### src/rtl/bilinear_pkg.sv
// Purpose: shared widths, rounding constant and weight calculation for the bilinear scaler pipe.
// Latency: n/a (package only).
// Backpressure: n/a.
package bilinear_pkg;

    // Widest fraction the shared weight struct can carry; instances use FRAC_W <= MAX_FRAC_W.
    localparam int MAX_FRAC_W = 12;
    localparam int MAX_WGT_W  = 2 * MAX_FRAC_W + 2;

    // Width of one 2-D weight wx_i*wy_j; its maximum is 2^(2*FRAC_W).
    function automatic int wgt_w(input int frac_w);
        return 2 * frac_w + 2;
    endfunction

    // Width of the weighted sum of four neighbours.
    function automatic int sum_w(input int pix_w, input int frac_w);
        return pix_w + 2 * frac_w + 2;
    endfunction

    // Half an output LSB, added before the final right shift.
    function automatic int round_c(input int frac_w);
        return 1 << (2 * frac_w - 1);
    endfunction

    typedef struct packed {
        logic [MAX_WGT_W-1:0] w00;
        logic [MAX_WGT_W-1:0] w10;
        logic [MAX_WGT_W-1:0] w01;
        logic [MAX_WGT_W-1:0] w11;
    } weights_t;

    // Four 2-D weights from the Q0.frac_w fractions; they always sum to 2^(2*frac_w).
    function automatic weights_t calc_weights(input logic [MAX_FRAC_W-1:0] fx,
                                              input logic [MAX_FRAC_W-1:0] fy,
                                              input int                    frac_w);
        logic [MAX_FRAC_W:0] one;
        logic [MAX_FRAC_W:0] wx0;
        logic [MAX_FRAC_W:0] wx1;
        logic [MAX_FRAC_W:0] wy0;
        logic [MAX_FRAC_W:0] wy1;
        weights_t            w;
        one   = (MAX_FRAC_W + 1)'(1) << frac_w;
        wx1   = {1'b0, fx};
        wy1   = {1'b0, fy};
        wx0   = one - wx1;
        wy0   = one - wy1;
        w.w00 = MAX_WGT_W'(wx0) * MAX_WGT_W'(wy0);
        w.w10 = MAX_WGT_W'(wx1) * MAX_WGT_W'(wy0);
        w.w01 = MAX_WGT_W'(wx0) * MAX_WGT_W'(wy1);
        w.w11 = MAX_WGT_W'(wx1) * MAX_WGT_W'(wy1);
        return w;
    endfunction

endpackage

### src/rtl/bilinear_lane.sv
// Purpose: one colour channel of the interpolator: S2 weighted products, S3 sum/round/saturate.
// Latency: 2 clk (S2 product register, S3 result register).
// Backpressure: each register only loads on its enable; stalled stages hold their contents.
// Ports: clk/rst_n; en2_i/en3_i load enables for S2/S3; p00_i..p11_i neighbour samples (S1);
//        w_i weights derived from S1 fractions; pix_o registered result.
module bilinear_lane
    import bilinear_pkg::*;
#(
    parameter int PIX_W  = 8,
    parameter int FRAC_W = 8
) (
    input  logic             clk,
    input  logic             rst_n,
    input  logic             en2_i,
    input  logic             en3_i,
    input  logic [PIX_W-1:0] p00_i,
    input  logic [PIX_W-1:0] p10_i,
    input  logic [PIX_W-1:0] p01_i,
    input  logic [PIX_W-1:0] p11_i,
    input  weights_t         w_i,
    output logic [PIX_W-1:0] pix_o
);

    localparam int WW    = wgt_w(FRAC_W);
    localparam int SW    = sum_w(PIX_W, FRAC_W);
    localparam int SHIFT = 2 * FRAC_W;
    localparam logic [SW-1:0] ROUND   = SW'(round_c(FRAC_W));
    localparam logic [SW-1:0] PIX_MAX = SW'((1 << PIX_W) - 1);

    logic [3:0][SW-1:0] prod_d;
    logic [3:0][SW-1:0] prod_q;
    logic [SW-1:0]      sum;
    logic [SW-1:0]      rounded;
    logic [SW-1:0]      shifted;
    logic [PIX_W-1:0]   pix_d;
    logic [PIX_W-1:0]   pix_q;

    always_comb begin
        prod_d[0] = SW'(WW'(w_i.w00)) * SW'(p00_i);
        prod_d[1] = SW'(WW'(w_i.w10)) * SW'(p10_i);
        prod_d[2] = SW'(WW'(w_i.w01)) * SW'(p01_i);
        prod_d[3] = SW'(WW'(w_i.w11)) * SW'(p11_i);
        sum       = prod_q[0] + prod_q[1] + prod_q[2] + prod_q[3];
        rounded   = sum + ROUND;
        shifted   = rounded >> SHIFT;
        // Weights sum to exactly one, so this clamp only guards against arithmetic surprises.
        pix_d     = (shifted > PIX_MAX) ? '1 : shifted[PIX_W-1:0];
    end

    always_ff @(posedge clk or negedge rst_n) begin
        if (!rst_n) begin
            prod_q <= '0;
            pix_q  <= '0;
        end else begin
            if (en2_i) prod_q <= prod_d;
            if (en3_i) pix_q  <= pix_d;
        end
    end

    assign pix_o = pix_q;

endmodule

### src/rtl/bilinear_pipe_nch.sv
// Purpose: fully pipelined NCH-channel bilinear interpolator, one output pixel per clock.
// Latency: 3 clk from accepted input to out_valid (S1 regs, S2 products, S3 result).
// Backpressure: bubble-collapsing valid/ready per stage; a full pipe stalls only when out_ready=0.
// Ports: in_valid/in_ready + in_p00/p10/p01/p11 (channel c at [c*PIX_W +: PIX_W]), in_fx/in_fy
//        (Q0.FRAC_W), in_tag; out_valid/out_ready + out_pix/out_tag; busy = any stage occupied.
module bilinear_pipe_nch
    import bilinear_pkg::*;
#(
    parameter int PIX_W  = 8,
    parameter int FRAC_W = 8,
    parameter int NCH    = 1,
    parameter int TAG_W  = 1
) (
    input  logic                 clk,
    input  logic                 rst_n,
    input  logic                 in_valid,
    output logic                 in_ready,
    input  logic [NCH*PIX_W-1:0] in_p00,
    input  logic [NCH*PIX_W-1:0] in_p10,
    input  logic [NCH*PIX_W-1:0] in_p01,
    input  logic [NCH*PIX_W-1:0] in_p11,
    input  logic [FRAC_W-1:0]    in_fx,
    input  logic [FRAC_W-1:0]    in_fy,
    input  logic [TAG_W-1:0]     in_tag,
    output logic                 out_valid,
    input  logic                 out_ready,
    output logic [NCH*PIX_W-1:0] out_pix,
    output logic [TAG_W-1:0]     out_tag,
    output logic                 busy
);

    localparam int PW = NCH * PIX_W;

    logic v1_q, v2_q, v3_q;
    logic v1_d, v2_d, v3_d;
    logic rdy1, rdy2, rdy3;
    logic ld1, ld2, ld3;

    logic [PW-1:0]     p00_q, p10_q, p01_q, p11_q;
    logic [FRAC_W-1:0] fx_q, fy_q;
    logic [TAG_W-1:0]  tag1_q, tag2_q, tag3_q;
    weights_t          w_s1;

    always_comb begin
        // A stage can take a new beat if it is empty or its occupant leaves this cycle.
        rdy3 = !v3_q | out_ready;
        rdy2 = !v2_q | rdy3;
        rdy1 = !v1_q | rdy2;
        // Data registers load only for real beats, so a drained stage keeps its last value.
        ld1  = rdy1 & in_valid;
        ld2  = rdy2 & v1_q;
        ld3  = rdy3 & v2_q;
        v1_d = rdy1 ? in_valid : v1_q;
        v2_d = rdy2 ? v1_q     : v2_q;
        v3_d = rdy3 ? v2_q     : v3_q;
        w_s1 = calc_weights(MAX_FRAC_W'(fx_q), MAX_FRAC_W'(fy_q), FRAC_W);
    end

    always_ff @(posedge clk or negedge rst_n) begin
        if (!rst_n) begin
            v1_q   <= 1'b0;
            v2_q   <= 1'b0;
            v3_q   <= 1'b0;
            p00_q  <= '0;
            p10_q  <= '0;
            p01_q  <= '0;
            p11_q  <= '0;
            fx_q   <= '0;
            fy_q   <= '0;
            tag1_q <= '0;
            tag2_q <= '0;
            tag3_q <= '0;
        end else begin
            v1_q <= v1_d;
            v2_q <= v2_d;
            v3_q <= v3_d;
            if (ld1) begin
                p00_q  <= in_p00;
                p10_q  <= in_p10;
                p01_q  <= in_p01;
                p11_q  <= in_p11;
                fx_q   <= in_fx;
                fy_q   <= in_fy;
                tag1_q <= in_tag;
            end
            if (ld2) tag2_q <= tag1_q;
            if (ld3) tag3_q <= tag2_q;
        end
    end

    for (genvar c = 0; c < NCH; c++) begin : g_lane
        bilinear_lane #(
            .PIX_W  (PIX_W),
            .FRAC_W (FRAC_W)
        ) u_lane (
            .clk   (clk),
            .rst_n (rst_n),
            .en2_i (ld2),
            .en3_i (ld3),
            .p00_i (p00_q[c*PIX_W +: PIX_W]),
            .p10_i (p10_q[c*PIX_W +: PIX_W]),
            .p01_i (p01_q[c*PIX_W +: PIX_W]),
            .p11_i (p11_q[c*PIX_W +: PIX_W]),
            .w_i   (w_s1),
            .pix_o (out_pix[c*PIX_W +: PIX_W])
        );
    end

    assign in_ready  = rdy1;
    assign out_valid = v3_q;
    assign out_tag   = tag3_q;
    assign busy      = v1_q | v2_q | v3_q;

endmodule

### config.mk
export PLATFORM = sky130hd
export DESIGN_NAME = bilinear_pipe_nch
export DESIGN_NICKNAME = d
export VERILOG_FILES = /design/src/rtl/bilinear_pkg.sv /design/src/rtl/bilinear_lane.sv /design/src/rtl/bilinear_pipe_nch.sv
export SDC_FILE = /design/constraint.sdc
export NUM_CORES = 2
export LEC_CHECK = 0
export ABC_AREA = 1
export BUFFER_PORTS_ARGS = -buffer_cell sky130_fd_sc_hd__buf_2
export CAP_MARGIN = 30
export CORE_ASPECT_RATIO = 0.5
export CORE_MARGIN = 2
export CORE_UTILIZATION = 50
export CTS_CLUSTER_SIZE = 14
export DETAILED_ROUTE_END_ITERATION = 16
export PLACE_DENSITY = 0.63
export SLEW_MARGIN = 20
export SYNTH_ARGS = -nofsm -noshare
export SYNTH_HDL_FRONTEND = slang
export SYNTH_SLANG_ARGS = --single-unit
### constraint.sdc
create_clock -name clk -period 16.76 [get_ports clk]
set_clock_uncertainty 0.1 [all_clocks]
set_input_delay 0.838 -clock clk [delete_from_list [all_inputs] [get_ports clk]]
set_output_delay 0.838 -clock clk [all_outputs]
set_load 0.005 [all_outputs]
# ---- Word-level counts from Yosys, hierarchy flattened
# Index checks and enable logic that the tools add are counted.
dict set report totals {
  output_inout_bits 12
  wordCells 44
  register_bits 166
  input_bits 53
}
dict set report classes {
  n_bitwise 8
  reduce_logical 3
  n_mux 1
  mul 8
  addsub 6
  n_lt_le_gt_ge 1
}
# cell count
set op_table {}
lappend op_table {{26-bit adder} 3}
lappend op_table {{18-bit by 8-bit multiplier with 26-bit output} 3}
lappend op_table {{26-bit by 16-bit adder with 26-bit output, second input constant} 1}
lappend op_table {{16-bit by 8-bit multiplier with 24-bit output} 1}
lappend op_table {{9-bit by 8-bit subtractor with 10-bit output, first input constant} 2}
lappend op_table {{13-bit by 13-bit multiplier with 18-bit output} 1}
lappend op_table {{13-bit by 8-bit multiplier with 18-bit output} 1}
lappend op_table {{8-bit by 13-bit multiplier with 18-bit output} 1}
lappend op_table {{8-bit by 8-bit multiplier with 16-bit output} 1}
lappend op_table {{10-bit by 8-bit greater-than comparator with 1-bit output, second input constant} 1}
lappend op_table {{8-bit two-way mux} 1}
lappend op_table {{1-bit bitwise OR} 5}
lappend op_table {{1-bit AND} 3}
lappend op_table {{1-bit logical NOT} 3}

# ---- Longest topological paths before layout
dict set report depth {
  ltp_word 6
  depth_mapped 47
  mapped_depth_nobuf 47
}

# ---- Modules after synthesis
# Synthesis repeated with hierarchy kept, for this count alone.
dict set report unflattened {
  hier_cells 5527
  area_unflattened_um2 39514.1
}
# mod instances area_each_um2 cells_per_inst seq_area_each_um2
set modules_own_cells {}
lappend modules_own_cells {bilinear_lane 1 26635.5 3730 2802.7}
lappend modules_own_cells {bilinear_pipe_nch 1 12878.6 1797 1351.3}

# ---- Worst setup path before layout
# No wires, ideal clock.
dict set report synth_timing {
  path_kind {reg-to-reg}
  start {register fx_q[0]}
  end {register g_lane[0].u_lane.prod_q[21] in the netlist's numbering}
  setup_ns 0.117
  slack_ns 7.615
  synth_period_minus_slack_ns 9.145
  stages_incl_launch_ff 43
  arrival_time_ns 8.928
  t_required_ns 16.543
  n_path_buf 2
  path_cell_list {dfrtp_1 -> clkbuf_1 -> clkinv_1 -> ha_1 -> nand4_1 -> o21ai_0 -> nand2_1 -> buf_2 -> nor2_1 -> fa_1 -> inv_1 -> fa_1 -> inv_1 -> fa_1 -> inv_1 -> fa_1 -> fa_1 -> inv_1 -> (+7 left out) -> nand2_1 -> nand2_1 -> nor2_1 -> fa_1 -> inv_1 -> fa_1 -> fa_1 -> fa_1 -> inv_1 -> ha_1 -> a21oi_1 -> a21boi_0 -> nor2_1 -> nor2_1 -> o211ai_1 -> or2_2 -> nand3_1 -> nand2_1}
}
dict set report synth_via {
  elab_chain_cells 3
}
# item line
set synth_lines {}
lappend synth_lines {{start, declared} bilinear_pipe_nch.sv:40} ;# logic [FRAC_W-1:0] fx_q, fy_q;
lappend synth_lines {{start signal, assigned} bilinear_pipe_nch.sv:82} ;# fx_q <= in_fx;
lappend synth_lines {{9-bit by 8-bit subtractor with 10-bit output} bilinear_pkg.sv:45} ;# wx0 = one - wx1;
lappend synth_lines {{13-bit by 13-bit multiplier with 18-bit output} bilinear_pkg.sv:47} ;# w.w00 = MAX_WGT_W'(wx0) * MAX_WGT_W'(wy0);
lappend synth_lines {{18-bit by 8-bit multiplier with 26-bit output} bilinear_lane.sv:39} ;# prod_d[0] = SW'(WW'(w_i.w00)) * SW'(p00_i);
lappend synth_lines {{end signal, assigned} bilinear_lane.sv:55} ;# if (en2_i) prod_q <= prod_d;
lappend synth_lines {{end, declared} bilinear_lane.sv:31} ;# logic [3:0][SW-1:0] prod_q;
# No other way between the ends.
# A chain may end at the register's enable or synchronous reset.

# ---- Worst setup path in the final report
dict set report layout_timing {
  start {register fy_q[1]}
  end {register g_lane[0].u_lane.prod_q[21] in the netlist's numbering}
}
dict set report layout_via {
  elab_chain_cells 3
}
# item line
set layout_lines {}
lappend layout_lines {{start, declared} bilinear_pipe_nch.sv:40}
lappend layout_lines {{start signal, assigned} bilinear_pipe_nch.sv:83} ;# fy_q <= in_fy;
lappend layout_lines {{9-bit by 8-bit subtractor with 10-bit output} bilinear_pkg.sv:46} ;# wy0 = one - wy1;
lappend layout_lines {{13-bit by 13-bit multiplier with 18-bit output} bilinear_pkg.sv:47}
lappend layout_lines {{18-bit by 8-bit multiplier with 26-bit output} bilinear_lane.sv:39}
# No other way between the ends.

==> summary.md <==
| Metric | Value |
|---|---|
| Status | complete, no violations |
| Register bit total from synthesis | 164 |
| Clock Latency Late Sink | 510 ps |
| Clock tree buffer depth | 2 |
| Setup TNS | 0 ps |
| Final HPWL DP | 89000 um |
| Highest routed layer | met4 |
| Worst-margin pin slew | between 1000 and 1500 ps |
| Reg-to-Reg Start | fy_q[1]$_DFFE_PN0P_ |
| Vias in the first global route | around 32000 |
| Minimum clock period | 10490 ps |
| Nets | 5726 |
| Initial antenna violation count | 0 |
| Worst R2R Path Depth | 36 |
| Top-area cell type share of the netlist area | 32.5% |
| Die Wd | 385 um |
| Hold Buf Count CTS | 0 |
| CTS Buf Count | 17 |
| Synth cell types | 53 |
| Residual DRC count | 0 |
| Die Span Y | 195 um |
| Crit Path Class | reg -> reg |
| Count of flip-flops with a built-in enable after synthesis | 0 |
| Tot GR Track Use | between 20% and 30% |
| Worst path max stage delay | approximately 690 ps |
| Clock sinks | 164 |
| TritonCTS clock tree | yes |
| # port buffers | 64 |
| Crit path from | fy_q[1]$_DFFE_PN0P_ |
| CTS H-tree depth | 4 |
| Drt first pass iters | 7 |
| WP data arrival | about 11000 ps |
| Top cells by area, synth | fa_1, ha_1, dfrtp_1, inv_1, nand2_1 |
| Ys async rst share | 100% |
| Slowest cell on the critical path | dfrtp_1 |
| WL met2 | between 40000 and 50000 um |
| RSZ-0062 raised after global routing | false |
| Wire per inst | 18.8 um |
| Critical Path Sink | g_lane[0].u_lane.prod_q[21]$_DFFE_PN0P_ |
| Initial Util | 50.8% |
| Die area | 74900 sq um |
| Global-route wire length before repair | 173000 um |
| Max Freq | roughly 95 MHz |
| Area delta synth->final | 4.71% |
| Layout cells sized above 1 | 4.52% |
| WL final | ~110000 um |
| Via count | 30100 |
| Antenna cell count | 0 |
| Hold Path Class | in -> async |
| Flop-to-flop setup slack | 6270 ps |
| CP Depth | 36 |
| GRT overflow | 0 |
| Final setup fails | 0 |
| Metal3 WL | 9210 um |
| M1 WL | 50000 um |
| Clock Tree Root | clkbuf_16 |
| Post CTS Setup Buffer Count | 0 |
| Synth area leader | fa_1 |
| Total core area | 71400 sq um |
| Critical path buffers and inverters | 10 |
| Avg Cell Area, Syn | 7.70 sq um |
| Seq/Total Area, Yosys | between 10% and 20% |
| Ys Warns | 0 |
| Required time of the critical path | 17100 ps |
| Max-cap viol count | 0 |
| Clock-pin slew on the worst setup and hold paths | 90 ps |
| Top FF cell, synth | dfrtp_1 |
| Delay-heaviest family, CP | adder cells |
| Slew Limit Fails | 0 |
| Crit path launch type | flop |
| Worst reg2reg endpoint | g_lane[0].u_lane.prod_q[21]$_DFFE_PN0P_ |
| DRT iter0 DRCs | 2363 |
| Routability cong. | about 0.96 |
| Synth Net Count | 5758 |
| Final hold vios | 0 |
| Cells after Synth | 4710 |
| Critical Path Fanout Max | 14 |
| Crit end category | flop |
| Final Cycle Share | 62.6% |
| Mapped Area | 36300 sq um |
| ANT nets after route | 0 |
| IO Pins | 65 |
| Final-layout fill cell count | just under 7000 |
| DR vias/cell | 5.32 |
| Rel. slew slack | ~28% |
| Largest net degree at the start of global routing | 92 |
| Site row count | 69 |
| Post-CTS Resized | 0 |
## worst reg2reg max path: cells and delay by family, from the launching register on
kind	cells	cell delay [ps]
compound gates	3	700
simple gates	9	1470
buf+inv	10	1470
flops	1	690
fa+ha+maj	12	5210
xor+xnor	2	790
## cell usage after synthesis (all sizes together), types with 3 or more instances
cell type / n
inv: 1038
nand2: 964
nor2: 609
fa: 590
ha: 405
a21oi: 203
dfrtp: 164
nand3: 148
o21ai: 146
clkbuf: 101
xor2: 56
nand4: 38
or2: 35
nor3: 34
xnor2: 32
buf: 25
o21bai: 19
a31oi: 17
clkinv: 15
a21o: 14
o21a: 13
nand3b: 12
a21boi: 9
nor4: 6
o211ai: 6
a211o: 3
## placed cells by master (no fill, tap or decap), types with 63 or more instances in the layout
cell,instances
nor2_1,595
nand3_1,145
buf_2,63
ha_1,405
nand2_1,954
a21oi_1,196
dfrtp_1,164
inv_1,1019
fa_1,590
o21ai_0,116
## cell type report
class,count,area (sq um),share of cell area [%]
repair buffers,75,412,1.08
clock inverters,15,178,0.468
clock buffers,17,425,1.12
well taps,958,1200,3.15
inverters,1053,3950,10.4
multi-input cells,3367,27700,73.0
flip-flops and latches,164,4100,10.8
## per-layer routing
layer	up-vias	GRT usage (%)
li1	14100	-
met1	14800	43.6
met2	1014	44.9
met3	124	6.91
met4	0	6.35
met5	-	0
## sequential cells by signal, indices dropped and copies added, names as in the netlist
signal,flops
out_tag,1
tag1_q,1
v1_q,1
p11_q,8
v2_q,1
out_valid,1
p01_q,8
tag2_q,1
fx_q,8
p00_q,8
fy_q,8
g_lane.u_lane.pix_o,8
g_lane.u_lane.prod_q,102
p10_q,8
## metrics by stage
stage	worst slack [ps]	area (sq um)	utilization, %	cells	hold WS (ps)
floorplan	7610	36300	-	4710	342
global placement	6580	37400	52.3	5613	357
detailed placement	6390	37400	52.4	5617	370
CTS	6360	38000	53.2	5649	197
global route	5640	38000	53.2	5649	214
finish	6270	38000	53.2	5649	204
## cell families (layout without fill, tap and decap cells)
group,count (synthesis),after routing,synth area share (%)
adder cells (fa/ha/maj),995,995,46.5
AND/OR/NAND/NOR,1847,1847,20.7
flip-flops,164,164,11.3
AO/OA/AOI/OAI,437,437,6.84
XOR/XNOR,88,88,2.35
buffers and inverters,1179,1160,12.3
## how the worst min path moves through the flow
stage	startpoint	to	cells after the start
5_1_grt	rst_n	fy_q[6]$_DFFE_PN0P_	1
3_5_place_dp	out_tag$_DFFE_PN0P_	out_tag$_DFFE_PN0P_	2
6_report	rst_n	fy_q[6]$_DFFE_PN0P_	1
3_3_place_gp	tag2_q$_DFFE_PN0P_	out_tag$_DFFE_PN0P_	2
4_1_cts	rst_n	fy_q[6]$_DFFE_PN0P_	1
2_1_floorplan	tag2_q$_DFFE_PN0P_	out_tag$_DFFE_PN0P_	2
Power is not shown: default switching activity piles up to over one toggle a cycle in this logic, so the estimate is an artifact.
